$ cat src/rtl/cpu_pkg.sv
// rtl/cpu_pkg.sv - shared CPU mode encodings and panel conditioning defaults
package cpu_pkg;

  // CPU mode as seen by cpu, ram and light_show
  typedef enum logic [1:0] {
    CPU_IDLE  = 2'b00,
    CPU_LOAD  = 2'b01,
    CPU_CHECK = 2'b10,
    CPU_RUN   = 2'b11
  } cpustate_e;

  localparam int DEBOUNCE_CYCLES_DEF = 4;
  localparam int REPEAT_CYCLES_DEF   = 8;
  localparam int CNT_W_DEF           = 24;

  // Mode target from the two debounced mode switches: {sw1, sw2}
  function automatic cpustate_e mode_decode(input logic sw1, input logic sw2);
    return cpustate_e'({sw1, sw2});
  endfunction

endpackage

$ cat src/rtl/panel_input_if.sv
// rtl/panel_input_if.sv - raw front-panel inputs and conditioned outputs
interface panel_input_if;
  import cpu_pkg::*;

  logic       a1_raw;
  logic       sw1_raw;
  logic       sw2_raw;
  logic       sw_choose_raw;
  logic [7:0] d_raw;

  logic       a1_level;
  logic       a1_pulse;
  logic       sw1;
  logic       sw2;
  logic       sw_choose;
  logic [7:0] d;
  cpustate_e  cpustate;
  logic       state_chg;

  // Board side: drives the raw switches, consumes the conditioned outputs
  modport master (
    output a1_raw, sw1_raw, sw2_raw, sw_choose_raw, d_raw,
    input  a1_level, a1_pulse, sw1, sw2, sw_choose, d, cpustate, state_chg
  );

  // Conditioning stage side
  modport slave (
    input  a1_raw, sw1_raw, sw2_raw, sw_choose_raw, d_raw,
    output a1_level, a1_pulse, sw1, sw2, sw_choose, d, cpustate, state_chg
  );

endinterface

$ cat src/rtl/panel_input_debounce.sv
// rtl/panel_input_debounce.sv - 2-flop synchroniser plus vector debouncer
module debounce
  import cpu_pkg::*;
#(
  parameter int WIDTH           = 1,
  parameter int DEBOUNCE_CYCLES = DEBOUNCE_CYCLES_DEF,
  parameter int CNT_W           = CNT_W_DEF
) (
  input  logic             clk,
  input  logic             rst,
  input  logic [WIDTH-1:0] din,
  output logic [WIDTH-1:0] dout
);

  localparam logic [CNT_W-1:0] CNT_LAST = CNT_W'(DEBOUNCE_CYCLES - 1);

  logic [WIDTH-1:0] sync1;
  logic [WIDTH-1:0] sync2;
  logic [WIDTH-1:0] stable;
  logic [CNT_W-1:0] cnt;

  // Synchronise, then accept a new value only after it has differed from
  // stable for DEBOUNCE_CYCLES consecutive cycles without itself changing.
  // sync1 != sync2 means sync2 is about to change, so the count restarts
  // together with the new synchronised value and the vector updates atomically.
  always_ff @(posedge clk) begin
    if (rst) begin
      sync1  <= '0;
      sync2  <= '0;
      stable <= '0;
      cnt    <= '0;
    end else begin
      sync1 <= din;
      sync2 <= sync1;
      if (sync2 != stable && cnt == CNT_LAST) begin
        stable <= sync2;
        cnt    <= '0;
      end else if (sync2 == stable || sync1 != sync2) begin
        cnt <= '0;
      end else begin
        cnt <= cnt + CNT_W'(1);
      end
    end
  end

  assign dout = stable;

endmodule

$ cat src/rtl/panel_input.sv
// rtl/panel_input.sv - front-panel conditioning and CPU mode register (option: PANEL_AUTOREPEAT_EN)
module panel_input
  import cpu_pkg::*;
#(
  parameter int DEBOUNCE_CYCLES = DEBOUNCE_CYCLES_DEF,
  parameter int CNT_W           = CNT_W_DEF,
  parameter int REPEAT_CYCLES   = REPEAT_CYCLES_DEF
) (
  input  logic         clk,
  input  logic         rst,
  panel_input_if.slave pif
);

  // Reject configurations the counters cannot represent
  if (DEBOUNCE_CYCLES < 1 || REPEAT_CYCLES < 1 || CNT_W < 1 || CNT_W > 31 ||
      ((DEBOUNCE_CYCLES - 1) >> CNT_W) != 0 || ((REPEAT_CYCLES - 1) >> CNT_W) != 0) begin : g_bad_cfg
    $error("panel_input: illegal DEBOUNCE_CYCLES / REPEAT_CYCLES / CNT_W");
  end

  logic       a1_level;
  logic       sw1;
  logic       sw2;
  logic       sw_choose;
  logic [7:0] d;

  logic       a1_prev;
  logic       a1_pulse_q;
  cpustate_e  cpustate_q;
  logic       state_chg_q;
  cpustate_e  target;
  logic       repeat_hit;

  debounce #(.WIDTH(1), .DEBOUNCE_CYCLES(DEBOUNCE_CYCLES), .CNT_W(CNT_W)) u_db_a1 (
    .clk(clk), .rst(rst), .din(pif.a1_raw), .dout(a1_level)
  );

  debounce #(.WIDTH(1), .DEBOUNCE_CYCLES(DEBOUNCE_CYCLES), .CNT_W(CNT_W)) u_db_sw1 (
    .clk(clk), .rst(rst), .din(pif.sw1_raw), .dout(sw1)
  );

  debounce #(.WIDTH(1), .DEBOUNCE_CYCLES(DEBOUNCE_CYCLES), .CNT_W(CNT_W)) u_db_sw2 (
    .clk(clk), .rst(rst), .din(pif.sw2_raw), .dout(sw2)
  );

  debounce #(.WIDTH(1), .DEBOUNCE_CYCLES(DEBOUNCE_CYCLES), .CNT_W(CNT_W)) u_db_choose (
    .clk(clk), .rst(rst), .din(pif.sw_choose_raw), .dout(sw_choose)
  );

  debounce #(.WIDTH(8), .DEBOUNCE_CYCLES(DEBOUNCE_CYCLES), .CNT_W(CNT_W)) u_db_d (
    .clk(clk), .rst(rst), .din(pif.d_raw), .dout(d)
  );

  assign target = mode_decode(sw1, sw2);

`ifdef PANEL_AUTOREPEAT_EN
  localparam logic [CNT_W-1:0] REP_LAST = CNT_W'(REPEAT_CYCLES - 1);

  logic [CNT_W-1:0] rep_cnt;

  // Repeat counter starts on the cycle after the press pulse and clears when the key drops
  always_ff @(posedge clk) begin
    if (rst || !a1_level || !a1_prev) begin
      rep_cnt <= '0;
    end else if (rep_cnt == REP_LAST) begin
      rep_cnt <= '0;
    end else begin
      rep_cnt <= rep_cnt + CNT_W'(1);
    end
  end

  assign repeat_hit = a1_level & a1_prev & (rep_cnt == REP_LAST);
`else
  assign repeat_hit = 1'b0;
`endif

  // Key edge strobe and mode register; the mode is frozen while the key is held
  always_ff @(posedge clk) begin
    if (rst) begin
      a1_prev     <= 1'b0;
      a1_pulse_q  <= 1'b0;
      cpustate_q  <= CPU_IDLE;
      state_chg_q <= 1'b0;
    end else begin
      a1_prev    <= a1_level;
      a1_pulse_q <= (a1_level & ~a1_prev) | repeat_hit;
      if (!a1_level && target != cpustate_q) begin
        cpustate_q  <= target;
        state_chg_q <= 1'b1;
      end else begin
        state_chg_q <= 1'b0;
      end
    end
  end

  assign pif.a1_level  = a1_level;
  assign pif.a1_pulse  = a1_pulse_q;
  assign pif.sw1       = sw1;
  assign pif.sw2       = sw2;
  assign pif.sw_choose = sw_choose;
  assign pif.d         = d;
  assign pif.cpustate  = cpustate_q;
  assign pif.state_chg = state_chg_q;

endmodule

$ cat src/flat_wrapper.sv
// flat-port wrapper written by rule: the top's interface ports become plain ports
module panel_input_flat import cpu_pkg::*;
#(
  parameter int DEBOUNCE_CYCLES = DEBOUNCE_CYCLES_DEF,
  parameter int CNT_W           = CNT_W_DEF,
  parameter int REPEAT_CYCLES   = REPEAT_CYCLES_DEF
)
  (clk, rst, pif_a1_raw, pif_sw1_raw, pif_sw2_raw, pif_sw_choose_raw, pif_d_raw, pif_a1_level, pif_a1_pulse, pif_sw1, pif_sw2, pif_sw_choose, pif_d, pif_cpustate, pif_state_chg);
  panel_input_if pif_i ();
  input  logic clk;
  input  logic rst;
  input wire logic [$bits(pif_i.a1_raw)-1:0] pif_a1_raw;
  input wire logic [$bits(pif_i.sw1_raw)-1:0] pif_sw1_raw;
  input wire logic [$bits(pif_i.sw2_raw)-1:0] pif_sw2_raw;
  input wire logic [$bits(pif_i.sw_choose_raw)-1:0] pif_sw_choose_raw;
  input wire logic [$bits(pif_i.d_raw)-1:0] pif_d_raw;
  output wire logic [$bits(pif_i.a1_level)-1:0] pif_a1_level;
  output wire logic [$bits(pif_i.a1_pulse)-1:0] pif_a1_pulse;
  output wire logic [$bits(pif_i.sw1)-1:0] pif_sw1;
  output wire logic [$bits(pif_i.sw2)-1:0] pif_sw2;
  output wire logic [$bits(pif_i.sw_choose)-1:0] pif_sw_choose;
  output wire logic [$bits(pif_i.d)-1:0] pif_d;
  output wire logic [$bits(pif_i.cpustate)-1:0] pif_cpustate;
  output wire logic [$bits(pif_i.state_chg)-1:0] pif_state_chg;
  assign pif_i.a1_raw = pif_a1_raw;
  assign pif_i.sw1_raw = pif_sw1_raw;
  assign pif_i.sw2_raw = pif_sw2_raw;
  assign pif_i.sw_choose_raw = pif_sw_choose_raw;
  assign pif_i.d_raw = pif_d_raw;
  assign pif_a1_level = pif_i.a1_level;
  assign pif_a1_pulse = pif_i.a1_pulse;
  assign pif_sw1 = pif_i.sw1;
  assign pif_sw2 = pif_i.sw2;
  assign pif_sw_choose = pif_i.sw_choose;
  assign pif_d = pif_i.d;
  assign pif_cpustate = pif_i.cpustate;
  assign pif_state_chg = pif_i.state_chg;
  panel_input #(.DEBOUNCE_CYCLES(DEBOUNCE_CYCLES), .CNT_W(CNT_W), .REPEAT_CYCLES(REPEAT_CYCLES)) u_core (.clk(clk), .rst(rst), .pif(pif_i));
endmodule
$ cat config.mk
export PLATFORM = sky130hd
export DESIGN_NAME = panel_input_flat
export DESIGN_NICKNAME = d
export VERILOG_FILES = /design/src/rtl/cpu_pkg.sv /design/src/rtl/panel_input_if.sv /design/src/rtl/panel_input_debounce.sv /design/src/rtl/panel_input.sv /design/src/flat_wrapper.sv
export SDC_FILE = /design/constraint.sdc
export NUM_CORES = 1
export LEC_CHECK = 0
export BUFFER_PORTS_ARGS = -buffer_cell sky130_fd_sc_hd__buf_2
export CORE_MARGIN = 4
export CORE_UTILIZATION = 47
export CTS_BUF_LIST = sky130_fd_sc_hd__clkbuf_4
export DETAILED_ROUTE_END_ITERATION = 12
export PLACE_DENSITY = 0.62
export SYNTH_ARGS = -nofsm -noshare
export SYNTH_HDL_FRONTEND = slang
export SYNTH_SLANG_ARGS = --single-unit
$ cat constraint.sdc
create_clock -name clk -period 2.2 [get_ports clk]
set_clock_uncertainty 0.15 [all_clocks]
set_input_delay 0 -clock clk [delete_from_list [all_inputs] [get_ports clk]]
set_output_delay 0 -clock clk [all_outputs]
set_load 0.02 [all_outputs]
Yosys cells after proc, flatten, opt, wreduce, memory -nomap -nowiden
Cells that the tools add are included.
Storage, ports and cells
  flip-flop bits (word level): 161
  input bits: 14
  output and inout port bits: 16
  logic and storage cells: 70
Operators by class
  add/subtract/negate cells: 5
  eq/ne operators: 21
  mux-type cells: 1
  bitwise logic cells: 2
  reductions and logical operators: 17
Operators by type and width (number)
  24-bit by 1-bit adder with 24-bit output, second input constant: 5
  24-bit by 2-bit equality test with 1-bit output, second input constant: 5
  8-bit inequality test: 2
  3-bit OR reduction: 5
  8-bit equality test: 1
  1-bit inequality test: 8
  1-bit logical AND: 6
  1-bit logical OR: 5
  1-bit equality test: 4
  2-bit inequality test: 1
  1-bit bitwise AND: 1
  1-bit logical NOT: 1
  1-bit 2-to-1 mux: 1
  1-bit NOT: 1

Longest topological paths before layout
Gate-level depths: netlist of the first run.
  depth after elaboration: 3
  gate-level depth with buffers: 7
  mapped depth without buffers: 5

Hierarchy
A second synthesis of the first run with hierarchy kept.
Second synthesis, totals
  cell total of the unflattened synthesis: 844
  area total of the unflattened synthesis: 7673.6 µm²
Modules (own cells, without submodules)
  debounce at u_core.u_db_a1 ...: times used 4, cells each 151, area an instance 1322.5 µm², sequential area each 540.5 µm²
  debounce at u_core.u_db_d: times used 1, cells each 226, area an instance 2204.6 µm², sequential area each 960.9 µm²
  panel_input: times used 1, cells each 14, area an instance 178.9 µm², sequential area each 100.1 µm²

Worst setup path after synthesis of the first run
OpenSTA, ideal clock, no wires.
  kind: register -> register
  from: reg u_core.u_db_d.cnt[0]
  to: reg u_core.u_db_d.cnt[22]
  setup time: 0.112 ns
  arrival: 2.006 ns
  required time: 1.938 ns
  path slack: -0.069 ns
  cell stages (with the launch flop): 7
  buffers on the path: 1
  period minus slack after synthesis: 2.269 ns
  path through: dfxtp_1 > ha_1 > nand4_2 > or4_1 > buf_2 > or3_1 > a2111oi_1
On the way
  cells in the longest elaborated chain, start to end: 3
  elaborated cells on any way between the ends: 4
  classes of those cells: 1 x add/sub; 1 x eq/ne; 2 x reduce/logical
Ends and longest elaborated chain
  start: declaration: line panel_input_debounce.sv:20  | logic [CNT_W-1:0] cnt;
  start signal: assignment: line panel_input_debounce.sv:41  | cnt <= cnt + CNT_W'(1);
  parallel branches: the longest is 3 deep, another holds 24-bit by 1-bit adder with 24-bit output
Several ways; the timed one is not identified.
A chain may end at the register's enable or synchronous reset.

Worst setup path in the final report of the first run
  from: reg u_core.u_db_d.cnt[7]
  to: reg u_core.u_db_d.cnt[17]
Same word-level chain as after synthesis.

==> results of run 1 <==
-- worst register-to-register path, stage by stage, from the launching register on --
cell and delay (ps):
sky130_fd_sc_hd__dfxtp_2 370, sky130_fd_sc_hd__nand4_2 130, sky130_fd_sc_hd__or4_4 580, sky130_fd_sc_hd__or4_1 440
sky130_fd_sc_hd__a2111oi_2 410
-- registers in the layout, summed over array words and instances (netlist names), 2 cells and up --
name                    cells
u_core.u_db_sw1.cnt        24
u_core.u_db_a1.cnt         24
u_core.u_db_sw2.cnt        24
u_core.u_db_d.cnt          24
u_core.u_db_d.sync2         8
u_core.pif.cpustate         2
u_core.u_db_d.dout          8
u_core.u_db_d.sync1         8
u_core.u_db_choose.cnt     24
-- report_power, final --
group | leakage [nW] | internal (mW) | switching [mW] | total [mW]
clock network | 0.152 | 0.793 | 0.993 | 1.79
logic | 1.18 | 0.0809 | 0.0763 | 0.157
registers | 1.31 | 2.93 | 0.0179 | 2.95
-- layer usage --
metal / track usage / up-vias
met1: 0.237 / 3005
met3: 0.0431 / 16
li1: - / 3135
met4: 0.0589 / 0
met5: 0 / -
met2: 0.300 / 116
-- cell usage after synthesis (2+ instances only) --
| library cell | instances |
|---|---|
| sky130_fd_sc_hd__a2111oi_1 | 9 |
| sky130_fd_sc_hd__a21oi_1 | 47 |
| sky130_fd_sc_hd__and2_1 | 6 |
| sky130_fd_sc_hd__and3_1 | 7 |
| sky130_fd_sc_hd__and4_1 | 13 |
| sky130_fd_sc_hd__clkbuf_1 | 37 |
| sky130_fd_sc_hd__dfxtp_1 | 161 |
| sky130_fd_sc_hd__ha_1 | 5 |
| sky130_fd_sc_hd__inv_1 | 22 |
| sky130_fd_sc_hd__mux2i_1 | 10 |
| sky130_fd_sc_hd__nand2_1 | 30 |
| sky130_fd_sc_hd__nand2b_1 | 17 |
| sky130_fd_sc_hd__nand3_1 | 41 |
| sky130_fd_sc_hd__nand3b_1 | 4 |
| sky130_fd_sc_hd__nand4_1 | 37 |
| sky130_fd_sc_hd__nand4_2 | 2 |
| sky130_fd_sc_hd__nor2_1 | 66 |
| sky130_fd_sc_hd__nor2b_1 | 27 |
| sky130_fd_sc_hd__nor3_1 | 15 |
| sky130_fd_sc_hd__nor4_1 | 41 |
| sky130_fd_sc_hd__nor4b_1 | 5 |
| sky130_fd_sc_hd__o21ai_0 | 38 |
| sky130_fd_sc_hd__o21ai_1 | 4 |
| sky130_fd_sc_hd__o31ai_1 | 15 |
| sky130_fd_sc_hd__or3_1 | 39 |
| sky130_fd_sc_hd__or3b_2 | 4 |
| sky130_fd_sc_hd__or4_1 | 20 |
| sky130_fd_sc_hd__xnor2_1 | 55 |
| sky130_fd_sc_hd__xor2_1 | 28 |
-- kinds of logic (layout without fill, tap and decap cells) --
| group | count (synthesis) | in the layout | synth area share |
|---|---|---|---|
| AOI/OAI and AO/OA | 116 | 116 | 0.0936 |
| other | 0 | 2 | 0 |
| xor gates and xnor gates | 83 | 83 | 0.101 |
| muxes | 10 | 10 | 0.0139 |
| and+or+nand+nor | 379 | 380 | 0.302 |
| adders and majority gates | 5 | 5 | 0.00868 |
| DFF | 161 | 161 | 0.447 |
| buffers and inverters | 62 | 156 | 0.0340 |
-- worst paths after layout --
path / startpoint / to / slack, ps / cells after the start
worst max-delay path: u_core.u_db_d.cnt[7] / u_core.u_db_d.cnt[17] / 20 / 4
worst min-delay path: pif_d_raw[4] / u_core.u_db_d.sync1[4] / 140 / 3
worst max register to register: u_core.u_db_d.cnt[7] / u_core.u_db_d.cnt[17] / 20 / 4
worst min register to register: u_core.a1_prev / u_core.pif.a1_pulse / 260 / 1
-- timing repair --
action | in CTS | in global routing
hold buffers | 26 | 0
resized for setup | 6 | 17
endpoints found under the hold margin | 56 | 0
buffers inserted | 0 | 8
cloned | 0 | 1
endpoints found under the setup margin | 6 | 33
pin swaps | 0 | 8
-- layout make-up --
| cell class | count | area [um2] | share of cell area |
|---|---|---|---|
| diodes | 2 | 5.00 | 0.000592 |
| clock buffers | 19 | 143 | 0.0169 |
| clock inverters | 13 | 144 | 0.0170 |
| inverters | 22 | 82.6 | 0.00976 |
| multi-input cells | 594 | 3840 | 0.453 |
| flip-flops and latches | 161 | 3240 | 0.383 |
| well taps | 184 | 230 | 0.0272 |
| repair buffers | 102 | 783 | 0.0926 |
==> Implementation_results.wiki, run 1 <==
{| class="wikitable"
! Metric !! Value
|-
| Outcome || finished, final reports clean
|-
| Post-detailed-route via-to-cell ratio || 5.72
|-
| Post-Route Hold Slack || 139 ps
|-
| Highest clock frequency the design can meet || 0.459 GHz
|-
| Post-synthesis sequential element count || 161
|-
| Floorplan die height || 132 um
|-
| CP peak stage delay || 580 ps
|-
| Number of failing setup endpoints in the final timing report || 0
|-
| Maximum capacitance violations || 0
|-
| Initial standard-cell utilization of the core || 0.488
|-
| Total GRT Usage || 0.182
|-
| Most common flop cell mapped by yosys || sky130_fd_sc_hd__dfxtp_1
|-
| Post-detailed-route wirelength per cell || between 10 and 15 um
|-
| Antenna violations before repair || 2
|-
| Cells after Synth || 816
|-
| CTS H-Tree Depth || 4
|-
| DRT Pass-1 Iters || 5
|-
| Total chip power || 4.90 mW
|-
| 1st-iter DRT viols || 395
|-
| Setup TNS after final layout || 0 ps
|-
| Post-synthesis net count || 835
|-
| Crit share post-route || 0.990
|-
| CTS tree || built
|-
| Largest net degree at the start of global routing || 53
|-
| Number of sinks on the clock net || 161
|-
| Number of global-route vias before repair || 5,894
|-
| Die Area || 17,400 um2
|-
| Most common cell after layout, fill and taps aside || sky130_fd_sc_hd__dfxtp_1
|-
| Sequential share of the synthesized area || 0.447
|-
| Count of antenna-violating nets left after detailed routing || 0
|-
| Top delay family on crit path || simple AND/OR/NAND/NOR gates
|-
| Maximum count of clock buffers along a single path || 2
|-
| Slew Viols, Final || 0
|-
| Global-route wire length before repair || approximately 27 mm
|-
| Met2 Wirelength || 7.51 mm
|-
| Finished Layout Cells || around 1,100
|-
| Cell area after placement || 7750 um2
|-
| Ports || 30
|-
| Row count || 44
|-
| Headroom to the max-slew limit || 0.601
|-
| Skew-Pair Late Insertion Delay || between 500 and 600 ps
|-
| Worst path buffer plus inverter count || 0
|-
| RSZ-0062 raised after global routing || true
|-
| # fillers || 1,300
|-
| Met3 wirelength from detailed routing || 583 um
|-
| Signed area change from the synthesized netlist to the final layout || 17.4%
|-
| Worst setup margin || 21.6 ps
|-
| Synth Area per Inst || 8.83 um2
|-
| Wire length the detailed router placed on met1 || 7.34 mm
|-
| Final-report hold violation count || 0
|-
| Final #Nets || approximately 900
|-
| Highest metal layer with signal wires || met4
|-
| Core ar. || between 10,000 and 15,000 um2
|-
| Total Routed Length || 15.6 mm
|-
| Cell Area, Synth || 7210 um2
|-
| Chain of cells forming the critical path || nand4_2, or4_4, or4_1, a2111oi_2
|-
| Die width || 132 um
|-
| Number of design rule violations left after detail routing || 0
|-
| Slew at the pin closest to its max-slew limit || 598 ps
|-
| Power per Cell Area || 579 nW/um2
|-
| Synth async-reset ratio || 0
|-
| Core utilization of the finished layout || 0.573
|-
| Post-placement cell count || 1,028
|-
| Clock-pin slew of the registers on the worst-case setup and hold paths || around 130 ps
|-
| Total number of vias || 6,272
|-
| Critical path peak fanout || 6
|-
| Cell type with the highest aggregate area in the netlist || sky130_fd_sc_hd__dfxtp_1
|-
| Synthesis warning total || 0
|-
| Cell type of the slowest stage on the worst timing path || sky130_fd_sc_hd__or4_4
|-
| Total non-filler cell area in the finished layout || 8460 um2
|-
| Leak || 2.64 nW
|-
| Dominant cells by area after synthesis || sky130_fd_sc_hd__dfxtp_1 (45%), sky130_fd_sc_hd__xnor2_1 (6.7%), sky130_fd_sc_hd__nor4_1 (3.6%), sky130_fd_sc_hd__nor2_1 (3.4%), sky130_fd_sc_hd__xor2_1 (3.4%)
|-
| Max rail drop VDD || 0.415 mV
|-
| IO buf count || 29
|-
| Kind of start point of the critical path || register
|-
| Number of buffers added by the clock tree synthesis step || 17
|-
| Clock root buffer || sky130_fd_sc_hd__clkbuf_4
|-
| Remaining global-route overflow || 0
|-
| Post-Place Worst Slack || -94.8 ps
|-
| Type of the most critical hold path || input pin to register
|-
| Shortest period the worst path allows || 2180 ps
|-
| Critical path class || register to register
|-
| Type of destination of the critical path || register
|-
| Count of flip-flops with a built-in enable after synthesis || 0
|-
| Data arrival time of the critical path || 2470 ps
|-
| Crit path required time || between 2000 and 2500 ps
|-
| Commonest cells after routing, fill and taps aside || sky130_fd_sc_hd__dfxtp_1 (154), sky130_fd_sc_hd__nor2_1 (66), sky130_fd_sc_hd__xnor2_1 (55)
|-
| HPWL reported at the end of detailed placement || around 10 mm
|-
| Area share of the leading cell type in the synthesized netlist || 0.447
|-
| Share of layout cells above drive strength 1 || 0.149
|-
| Weighted congestion at the end of routability-driven global placement || 0.807
|-
| Post-synthesis cell type count || 40
|}
(Power assumes the default switching activity.)
==> run 2: changes to the inputs <==
--- a/config.mk
+++ b/config.mk
@@ -10,7 +10,7 @@
 export CORE_UTILIZATION = 47
 export CTS_BUF_LIST = sky130_fd_sc_hd__clkbuf_4
 export DETAILED_ROUTE_END_ITERATION = 12
-export PLACE_DENSITY = 0.62
+export PLACE_DENSITY = 0.66
 export SYNTH_ARGS = -nofsm -noshare
 export SYNTH_HDL_FRONTEND = slang
 export SYNTH_SLANG_ARGS = --single-unit
==> run 2 against run 1 <==
  * Sequential share of layout area up 0.13 points
  * Critical path type unchanged
  * Critical path depth did not move
  * Via count is 0.80% lower
  * Largest power group unchanged
==> Implementation_results.wiki, run 2 (synthesis gave the netlist of run 1 again) <==
{| class="wikitable"
! Metric !! Value
|-
| Outcome || finished, final reports clean
|-
| Reg-to-reg critical path startpoint || u_core.u_db_d.cnt[2]
|-
| Crit path required time || roughly 2500 ps
|-
| Combinational power share || 0.032
|-
| Shortest period the worst path allows || 2180 ps
|-
| Final #Nets || 913
|-
| Die width || 132 um
|-
| Max rail drop VDD || 0.504 mV
|-
| Slew Viols, Final || 0
|-
| CTS H-Tree Depth || 4
|-
| Critical path class || register to register
|-
| Data arrival time of the critical path || 2470 ps
|-
| Initial standard-cell utilization of the core || 0.488
|-
| Power per Cell Area || 573 nW/um2
|-
| Final-report hold violation count || 0
|-
| Clock root buffer || sky130_fd_sc_hd__clkbuf_4
|-
| Row count || 44
|-
| Largest net degree at the start of global routing || 53
|-
| Core ar. || 14,800 um2
|-
| Headroom to the max-slew limit || 0.610
|-
| Signed area change from the synthesized netlist to the final layout || 17.1%
|-
| Total chip power || 4.83 mW
|-
| Flop-to-flop setup slack || 20 ps
|-
| Number of failing setup endpoints in the final timing report || 0
|-
| Most common cell after layout, fill and taps aside || sky130_fd_sc_hd__dfxtp_1
|-
| Die Area || between 15,000 and 20,000 um2
|-
| Core utilization of the finished layout || 0.572
|-
| Total Routed Length || 15.7 mm
|-
| Net switching power || 1.14 mW
|-
| Remaining global-route overflow || 0
|-
| Post-detailed-route wirelength per cell || 14.3 um
|-
| Commonest cells after routing, fill and taps aside || sky130_fd_sc_hd__dfxtp_1 (151), sky130_fd_sc_hd__nor2_1 (66), sky130_fd_sc_hd__xnor2_1 (55)
|-
| Clock-pin slew of the registers on the worst-case setup and hold paths || 120 ps
|-
| Maximum count of clock buffers along a single path || 2
|-
| Reg2reg end || u_core.u_db_d.cnt[13]
|-
| Type of the most critical hold path || input pin to register
|-
| Post-detailed-route via-to-cell ratio || 5.70
|-
| Crit share post-route || 0.992
|-
| Floorplan die height || 132 um
|-
| Total GRT Usage || 0.179
|-
| Worst setup margin || between 15 and 20 ps
|-
| Weighted congestion at the end of routability-driven global placement || between 0.8 and 0.9
|-
| Share of layout cells above drive strength 1 || 0.153
|-
| Worst Hold Path Cells || 3
|-
| Part of the power in registers || 0.611
|-
| Switching part of the total power || 0.236
|-
| Critical path peak fanout || 4
|-
| Number of global-route vias before repair || 5,934
|-
| Leak || around 2.6 nW
|-
| Global-route wire length before repair || 26.6 mm
|-
| Slew at the pin closest to its max-slew limit || roughly 590 ps
|-
| RSZ-0062 raised after global routing || true
|-
| Min-Delay Endpoint || u_core.u_db_d.sync1[6]
|-
| IO buf count || 29
|-
| Share of power burned in the clock network || 0.357
|-
| Count of antenna-violating nets left after detailed routing || 0
|-
| CTS tree || built
|-
| Type of destination of the critical path || register
|-
| Ports || 30
|-
| Maximum capacitance violations || 0
|-
| Length in cells of the worst reg-to-reg path || 4
|-
| Number of design rule violations left after detail routing || 0
|-
| 1st-iter DRT viols || 393
|-
| HPWL reported at the end of detailed placement || 10.7 mm
|-
| Startpoint of the worst hold path || pif_d_raw[6]
|-
| Total number of vias || 6,222
|-
| Post-Place Worst Slack || -62.7 ps
|-
| Skew-Pair Late Insertion Delay || 550 ps
|-
| Number of buffers added by the clock tree synthesis step || 17
|-
| Cell internal pwr || ~3.7 mW
|-
| Antenna violations before repair || 1
|-
| DRT Pass-1 Iters || 5
|-
| Startpoint of the most critical setup path || u_core.u_db_d.cnt[2]
|-
| Number of sinks on the clock net || 161
|-
| Highest clock frequency the design can meet || approximately 0.46 GHz
|-
| Kind of start point of the critical path || register
|}
==> run 2: power by group through the flow <==
| stage | Sequential, mW | Combinational (mW) | Clock (mW) |
|---|---|---|---|
| final | 2.95 | 0.153 | 1.73 |
| after global routing | 2.96 | 0.170 | 1.92 |
| after CTS | 2.96 | 0.149 | 1.78 |
| after detailed placement | 3.02 | 0.116 | 0 |
| after global placement | 3.02 | 0.112 | 0 |
| after floorplan | 3.02 | 0.0780 | 0 |
==> run 2: what timing repair did <==
| item | 4_1_cts | 5_1_grt |
|---|---|---|
| pin swaps | 1 | 2 |
| resized for setup | 0 | 28 |
| endpoints found under the hold margin | 56 | 0 |
| gates cloned | 0 | 1 |
| setup buffers | 2 | 5 |
| setup endpoints to repair | 2 | 22 |
| hold buffers | 25 | 0 |
==> run 2: how the worst max path moves through the flow <==
stage,end
5_1_grt,u_core.u_db_sw1.cnt[23]
2_1_floorplan,u_core.u_db_d.cnt[22]
3_5_place_dp,u_core.u_db_d.cnt[23]
6_report,u_core.u_db_d.cnt[13]
4_1_cts,u_core.u_db_d.cnt[18]
3_3_place_gp,u_core.u_db_d.cnt[23]
==> run 2: per-layer routing <==
metal,share of wire,GRT usage,vias up,wire [um]
met5,0,0,-,0
met4,0.0093,0.0496,0,145
met3,0.030,0.0450,17,477
met2,0.48,0.308,95,7560
met1,0.48,0.223,2988,7480
li1,-,-,3122,-
==> run 2: through the flow <==
step / instances / TNS (ps) / cell area (um2) / hold slack (ps)
floorplan: 816 / 0 / 7220 / -21.8
global placement: 1026 / 0 / 7740 / 59.5
detailed placement: 1026 / -62.7 / 7740 / 67.1
CTS: 1085 / 0 / 8290 / 88.2
global route: 1092 / -97.1 / 8440 / 97.5
finish: 1092 / 0 / 8440 / 140
==> run 2: final cells by class <==
cell class | count | area (um2)
fill | 1317 | 6310
multi-input combinational | 594 | 3850
sequential | 161 | 3240
timing repair buffer | 98 | 763
tap | 184 | 230
clock inverter | 14 | 140
clock buffer | 18 | 135
inverter | 22 | 82.6
antenna | 1 | 2.50
==> run 2: critical path, cell delays in order, from the launching register on <==
cell and delay, ps:
sky130_fd_sc_hd__dfxtp_2 370, sky130_fd_sc_hd__nand3_4 90, sky130_fd_sc_hd__or4_2 730, sky130_fd_sc_hd__or3_1 340, sky130_fd_sc_hd__a2111oi_1 390
